`src/rtl/spi_pkg.sv`:
```
// Shared state encodings, command codes and word layout for the SPI slave front end.
package spi_pkg;

  localparam int unsigned DATA_W_DEF = 8;

  localparam logic [1:0] CMD_WR_ADDR = 2'b00;
  localparam logic [1:0] CMD_WR_DATA = 2'b01;
  localparam logic [1:0] CMD_RD_ADDR = 2'b10;
  localparam logic [1:0] CMD_RD_DATA = 2'b11;

  typedef enum logic [2:0] {
    IDLE,
    CHK_CMD,
    WRITE,
    READ_ADD,
    READ_DATA
  } state_e;

  // Sub-phases of READ_DATA: receive, one ignored cycle, wait for RAM, transmit, done.
  typedef enum logic [2:0] {
    RD_RX,
    RD_GAP,
    RD_WAIT,
    RD_TX,
    RD_DONE
  } rd_phase_e;

  typedef struct packed {
    logic [1:0]            cmd;
    logic [DATA_W_DEF-1:0] payload;
  } spi_word_t;

  function automatic spi_word_t make_word(input logic [1:0] cmd,
                                          input logic [DATA_W_DEF-1:0] payload);
    spi_word_t w;
    w.cmd     = cmd;
    w.payload = payload;
    return w;
  endfunction

endpackage

```
`src/rtl/spi_shift_reg.sv`:
```
// Shift register with parallel load and bit counter, shared by the RX and TX paths.
module spi_shift_reg #(
  parameter int unsigned W     = 10,
  parameter int unsigned CNT_W = 4
) (
  input  logic             clk,
  input  logic             rst_n,
  input  logic             clr_i,
  input  logic             load_i,
  input  logic [W-1:0]     load_data_i,
  input  logic             shift_i,
  input  logic             bit_i,
  output logic [W-1:0]     data_o,
  output logic [CNT_W-1:0] cnt_o
);

  logic [W-1:0]     data_q, data_d;
  logic [CNT_W-1:0] cnt_q, cnt_d;

  // Clear only resets the counter; data is fully overwritten by the next frame.
  always_comb begin
    data_d = data_q;
    cnt_d  = cnt_q;
    if (clr_i) begin
      cnt_d = '0;
    end else if (load_i) begin
      data_d = load_data_i;
      cnt_d  = '0;
    end else if (shift_i) begin
      data_d = {data_q[W-2:0], bit_i};
      cnt_d  = cnt_q + CNT_W'(1);
    end
  end

  always_ff @(posedge clk or negedge rst_n) begin
    if (!rst_n) begin
      data_q <= '0;
      cnt_q  <= '0;
    end else begin
      data_q <= data_d;
      cnt_q  <= cnt_d;
    end
  end

  assign data_o = data_q;
  assign cnt_o  = cnt_q;

endmodule

```
`src/rtl/spi_slave_if.sv`:
```
// SPI slave front end: deserialises 10-bit command words and serialises RAM read data.
// Optional SPI_FRAME_ERR_EN adds a frame_err pulse for frames aborted by SS_n.
module spi_slave_if
  import spi_pkg::*;
#(
  parameter int unsigned DATA_W = DATA_W_DEF,
  parameter int unsigned CNT_W  = 4
) (
  input  logic              clk,
  input  logic              rst_n,
  input  logic              SS_n,
  input  logic              MOSI,
  output logic              MISO,
  output logic [DATA_W+1:0] rx_data,
  output logic              rx_valid,
  input  logic [DATA_W-1:0] tx_data,
  input  logic              tx_valid
`ifdef SPI_FRAME_ERR_EN
  ,
  output logic              frame_err
`endif
);

  localparam int unsigned FRAME_W = DATA_W + 2;

  state_e           state_q, state_d;
  rd_phase_e        phase_q, phase_d;
  logic             rd_seen_q, rd_seen_d;
  logic             miso_d;
  logic [FRAME_W-1:0] rx_data_d;
  logic             rx_valid_d;

  logic               sr_clr, sr_load, sr_shift;
  logic [FRAME_W-1:0] sr_data;
  logic [CNT_W-1:0]   sr_cnt;
  logic               rx_last, rx_done, tx_last;

  spi_shift_reg #(
    .W     (FRAME_W),
    .CNT_W (CNT_W)
  ) u_sr (
    .clk         (clk),
    .rst_n       (rst_n),
    .clr_i       (sr_clr),
    .load_i      (sr_load),
    .load_data_i ({tx_data, 2'b00}),
    .shift_i     (sr_shift),
    .bit_i       (MOSI),
    .data_o      (sr_data),
    .cnt_o       (sr_cnt)
  );

  assign rx_last = (sr_cnt == CNT_W'(FRAME_W - 1));
  assign rx_done = (sr_cnt == CNT_W'(FRAME_W));
  assign tx_last = (sr_cnt == CNT_W'(DATA_W - 1));

  // Next-state and output decode; SS_n high aborts from any state.
  always_comb begin
    state_d    = state_q;
    phase_d    = phase_q;
    rd_seen_d  = rd_seen_q;
    rx_data_d  = rx_data;
    rx_valid_d = 1'b0;
    miso_d     = 1'b0;
    sr_clr     = 1'b0;
    sr_load    = 1'b0;
    sr_shift   = 1'b0;
    if (SS_n) begin
      state_d = IDLE;
      phase_d = RD_RX;
      sr_clr  = 1'b1;
    end else begin
      unique case (state_q)
        IDLE: begin
          state_d = CHK_CMD;
          phase_d = RD_RX;
          sr_clr  = 1'b1;
        end
        CHK_CMD: begin
          sr_shift = 1'b1;
          if (!MOSI)          state_d = WRITE;
          else if (rd_seen_q) state_d = READ_DATA;
          else                state_d = READ_ADD;
        end
        WRITE, READ_ADD: begin
          if (!rx_done) begin
            sr_shift = 1'b1;
            if (rx_last) begin
              rx_valid_d = 1'b1;
              rx_data_d  = {sr_data[FRAME_W-2:0], MOSI};
              if (state_q == READ_ADD) rd_seen_d = 1'b1;
            end
          end
        end
        READ_DATA: begin
          case (phase_q)
            RD_RX: begin
              sr_shift = 1'b1;
              if (rx_last) begin
                rx_valid_d = 1'b1;
                rx_data_d  = {sr_data[FRAME_W-2:0], MOSI};
                phase_d    = RD_GAP;
              end
            end
            // tx_valid seen alongside rx_valid may be stale from the previous read.
            RD_GAP: phase_d = RD_WAIT;
            RD_WAIT: begin
              if (tx_valid) begin
                sr_load = 1'b1;
                phase_d = RD_TX;
              end
            end
            RD_TX: begin
              sr_shift = 1'b1;
              miso_d   = sr_data[FRAME_W-1];
              if (tx_last) begin
                phase_d   = RD_DONE;
                rd_seen_d = 1'b0;
              end
            end
            default: phase_d = phase_q;
          endcase
        end
        default: state_d = IDLE;
      endcase
    end
  end

  always_ff @(posedge clk or negedge rst_n) begin
    if (!rst_n) begin
      state_q   <= IDLE;
      phase_q   <= RD_RX;
      rd_seen_q <= 1'b0;
      MISO      <= 1'b0;
      rx_data   <= '0;
      rx_valid  <= 1'b0;
    end else begin
      state_q   <= state_d;
      phase_q   <= phase_d;
      rd_seen_q <= rd_seen_d;
      MISO      <= miso_d;
      rx_data   <= rx_data_d;
      rx_valid  <= rx_valid_d;
    end
  end

`ifdef SPI_FRAME_ERR_EN
  logic frame_open;
  logic frame_err_d;

  // A frame is open until its word is issued, or until TX bit 0 for a read-data frame.
  always_comb begin
    frame_open = 1'b0;
    case (state_q)
      CHK_CMD:         frame_open = 1'b1;
      WRITE, READ_ADD: frame_open = !rx_done;
      READ_DATA:       frame_open = (phase_q != RD_DONE);
      default:         frame_open = 1'b0;
    endcase
    frame_err_d = SS_n && frame_open;
  end

  always_ff @(posedge clk or negedge rst_n) begin
    if (!rst_n) frame_err <= 1'b0;
    else        frame_err <= frame_err_d;
  end
`endif

endmodule
```
`config.mk`:
```
export PLATFORM = sky130hd
export DESIGN_NAME = spi_slave_if
export DESIGN_NICKNAME = d
export VERILOG_FILES = /design/src/rtl/spi_pkg.sv /design/src/rtl/spi_shift_reg.sv /design/src/rtl/spi_slave_if.sv
export SDC_FILE = /design/constraint.sdc
export NUM_CORES = 1
export LEC_CHECK = 0
export ABC_AREA = 1
export BUFFER_PORTS_ARGS = -buffer_cell sky130_fd_sc_hd__clkbuf_2
export CELL_PAD_IN_SITES_DETAIL_PLACEMENT = 1
export CELL_PAD_IN_SITES_GLOBAL_PLACEMENT = 1
export CORE_ASPECT_RATIO = 0.7
export CORE_MARGIN = 2
export CORE_UTILIZATION = 41
export CTS_CLUSTER_SIZE = 14
export DETAILED_ROUTE_END_ITERATION = 7
export GPL_ROUTABILITY_DRIVEN = 0
export HOLD_SLACK_MARGIN = 0.06
export PLACE_DENSITY_LB_ADDON = 0.1
export SYNTH_ARGS = -nofsm -noshare
export SYNTH_HDL_FRONTEND = slang
export SYNTH_SLANG_ARGS = --single-unit
```
`constraint.sdc`:
```
create_clock -name clk -period 1.9 [get_ports clk]
set_input_delay 0 -clock clk [delete_from_list [all_inputs] [get_ports clk]]
set_output_delay 0 -clock clk [all_outputs]
set_load 0.05 [all_outputs]
```
==> key figures <==
Cells and area
  – Non-Filler Instances: approximately 320
  – Most frequent cells in the layout: nand2_1 (98), dfrtp_1 (33), nand3_1 (27)
  – Commonest non-fill, non-tap cell in the layout: nand2_1
  – ANT cells: 0
  – Post-layout nets: around 290
  – Area delta synth->final: 21.9%
  – Share of post-route cells with drive strength above 1: a little under a fifth

Hold path
  – Hold endpoint: u_sr.data_o[4]
  – WHS Path Cells: 7
  – HP Start: tx_valid
  – HP Class: primary input to flip-flop

Setup path
  – RR Startpoint: state_q[0]
  – RR Endpoint: rx_data[8]
  – FF-to-FF setup slack: 0.21 ns
  – Worst Path Arrival: roughly 1.9 ns
  – R2r worst-path depth: 8
  – Worst path max stage delay: roughly 0.42 ns
  – Critical Path Slowest Stage Cell: dfrtp_1
  – CP Capture Type: flip-flop
  – Most used cell, CP: nand2_1
  – CP Cell Sequence: inv_1, nand2_1, nor2_4, o21ai_0, nor2_1, nand2_2, nand2_1, nand2_1
  – CP max FO: 10
  – Critical Path Start Type: flip-flop
  – Critical path type: flip-flop to flip-flop
  – Worst path required time: between 2 and 2.5 ns

Synthesis
  – Mapped Cells: between 200 and 250
  – Yosys warns: 0
  – Adder-cell share of the synthesized area: 2.12%
  – Post-synthesis simple-gate area fraction: around two fifths
  – Post-synthesis xor/xnor area fraction: less than 1%
  – Post-synthesis mux area share: 0%
  – Sequential area share after synthesis: 46.6%
  – Syn Nets: between 200 and 250
  – Post-synthesis compound-gate area fraction: under 10%
  – Post-Syn Area: about 1800 um^2
  – Syn_area_per_cell: ~7.7 um^2
  – Largest family of logic cells by synthesized area: simple AND/OR/NAND/NOR gates
  – Synth unique cells: 24
  – Flops & latches, synth: 33

Clock tree
  – CTS tree: yes
  – CTS max path bufs: 2
  – Post-CTS Setup Inserts: 0
  – Clock Sinks: 33
  – H-tree levels: 2
  – Clk slew on worst S/H paths: ~0.07 ns
  – Cts bufs inserted: 5
  – Root Driver: clkbuf_8
  – Clock Latency Late Sink: 0.28 ns

Route
  – TritonRoute pass-1 iters: 4
  – Final wirelength: slightly above 5 mm
  – Avg WL per Cell: roughly 16 um
  – Antenna Nets Post-Route: 0
  – Drt initial violations: 71
  – DR DRC count: 0
  – Vias: around 1700
  – Routed vias/inst: 5.23

Global routing
  – Initial antenna violation count: 0
  – GRT Residual Overflow: 0
  – Number of global-route vias before repair: 1761
  – First-pass GRT wire length: 8.62 mm
  – Total GRT Usage: around a quarter
  – Pin count of the biggest net entering global routing: 34

STA
  – Final Critical Period: 1.69 ns
  – Fmax: 592 MHz
  – Final Slew Violations: 0
  – Max_slew headroom: 44.0%
  – Worst slew pin tran: roughly 0.84 ns
  – Crit share post-route: around nine tenths
  – RSZ-0062 raised after global routing: no
  – Endpoints failing setup: 0
  – Fin. Hold Viols: 0
  – Clock skew: approximately 0.0087 ns
  – Setup TNS: 0 ns

Floorplanning
  – Die area: between 4000 and 5000 um^2
  – IO Pins: 25
  – Die Height: approximately 59 um
  – Core area: around 4000 um^2
  – Die width: 82.6 um
  – Row cnt: 19
  – Initial Util: between 40 and 50%

Placement
  – Hpwl dp: approximately 3.6 mm
  – Placed Instances: 305
  – Port bufs: 24

Power and ir drop
  – P per Cell Area: about 1000 nW/um^2
  – Max VDD drop: 425 uV
  – Pleak: between 1 and 1.5 nW
  – Final Power: about 2.3 mW

Run status
  – Status: completed

Flow run
  – Max-cap violations: 0
-- sequential cells by signal, indices dropped and copies added (netlist names) --
register	flops
MISO	1
u_sr.data_o	10
phase_q	3
state_q	3
rd_seen_q	1
rx_data	10
rx_valid	1
u_sr.cnt_o	4
-- worst max-delay path: cells and delay by family (launching register included) --
kind / cells / cell delay, ns
flops: 1 / 0.42
compound gates: 1 / 0.39
buf+inv: 1 / 0.10
simple gates: 6 / 0.72
-- cell usage after synthesis, drive strengths merged --
library cell / n / area [um^2]
nand4: 10 / 62.6
nand2: 102 / 398
nor2: 16 / 97.6
nand3: 29 / 155
ha: 3 / 37.5
clkbuf: 1 / 3.75
buf: 4 / 38.8
inv: 16 / 60.1
a21oi: 2 / 10.0
xor2: 2 / 17.5
o31ai: 1 / 7.51
dfrtp: 33 / 826
o21ai: 8 / 40.0
o22ai: 1 / 6.26
and3: 1 / 6.26
or2: 1 / 6.26
-- cell families (layout without fill, tap and decap cells) --
logic type / Yosys count / count (layout)
and+or+nand+nor: 159 / 159
DFF: 33 / 33
buffers and inverters: 21 / 63
AOI/OAI and AO/OA: 12 / 12
adders and majority gates: 3 / 3
xor gates and xnor gates: 2 / 2
-- power by group --
part / switching [mW] / internal, mW
Combinational: 0.432 / 0.246
Clock: 0.258 / 0.327
Sequential: 0.160 / 0.839
-- timing repair --
action,CTS,global route
resized for setup,0,1
setup endpoints to repair,0,2
hold endpoints to repair,44,0
hold buffers,11,0
-- layer usage --
layer  vias to the layer above  wire length (um)  global-route usage (%)
met3                         7               226                    5.18
met4                         0                57                    6.09
met2                        37              2290                    37.6
li1                        824                 -                       -
met5                         -                 0                       0
met1                       827              2560                    34.6
-- layout make-up --
cell class | count | area, um^2
Tap cell | 52 | 65.1
Clock inverter | 1 | 5.00
Clock buffer | 7 | 96.3
Inverter | 16 | 60.1
Multi-Input combinational cell | 176 | 850
Sequential cell | 33 | 826
Timing Repair Buffer | 39 | 260
Fill cell | 530 | 1880
-- how the worst max path moves through the flow --
stage,endpoint,slack [ns],from
floorplan,rx_data[1],0.53,u_sr.cnt_o[0]
global placement,u_sr.cnt_o[0],0.27,state_q[0]
detailed placement,rx_data[8],0.17,u_sr.cnt_o[0]
CTS,rx_data[8],0.13,u_sr.cnt_o[0]
global route,rd_seen_q,0.08,u_sr.cnt_o[1]
finish,rx_data[8],0.21,state_q[0]
-- metrics by stage --
stage	utilization [%]	area, um^2	hold WS (ns)	worst slack (ns)
detailed placement	48.1	1950	0.149	0.171
floorplan	-	1770	-0.296	0.530
global placement	48.1	1950	0.149	0.272
finish	53.5	2160	0.252	0.211
global route	53.5	2160	0.297	0.0809
CTS	53.4	2160	0.253	0.131
(Power assumes the default switching activity.)
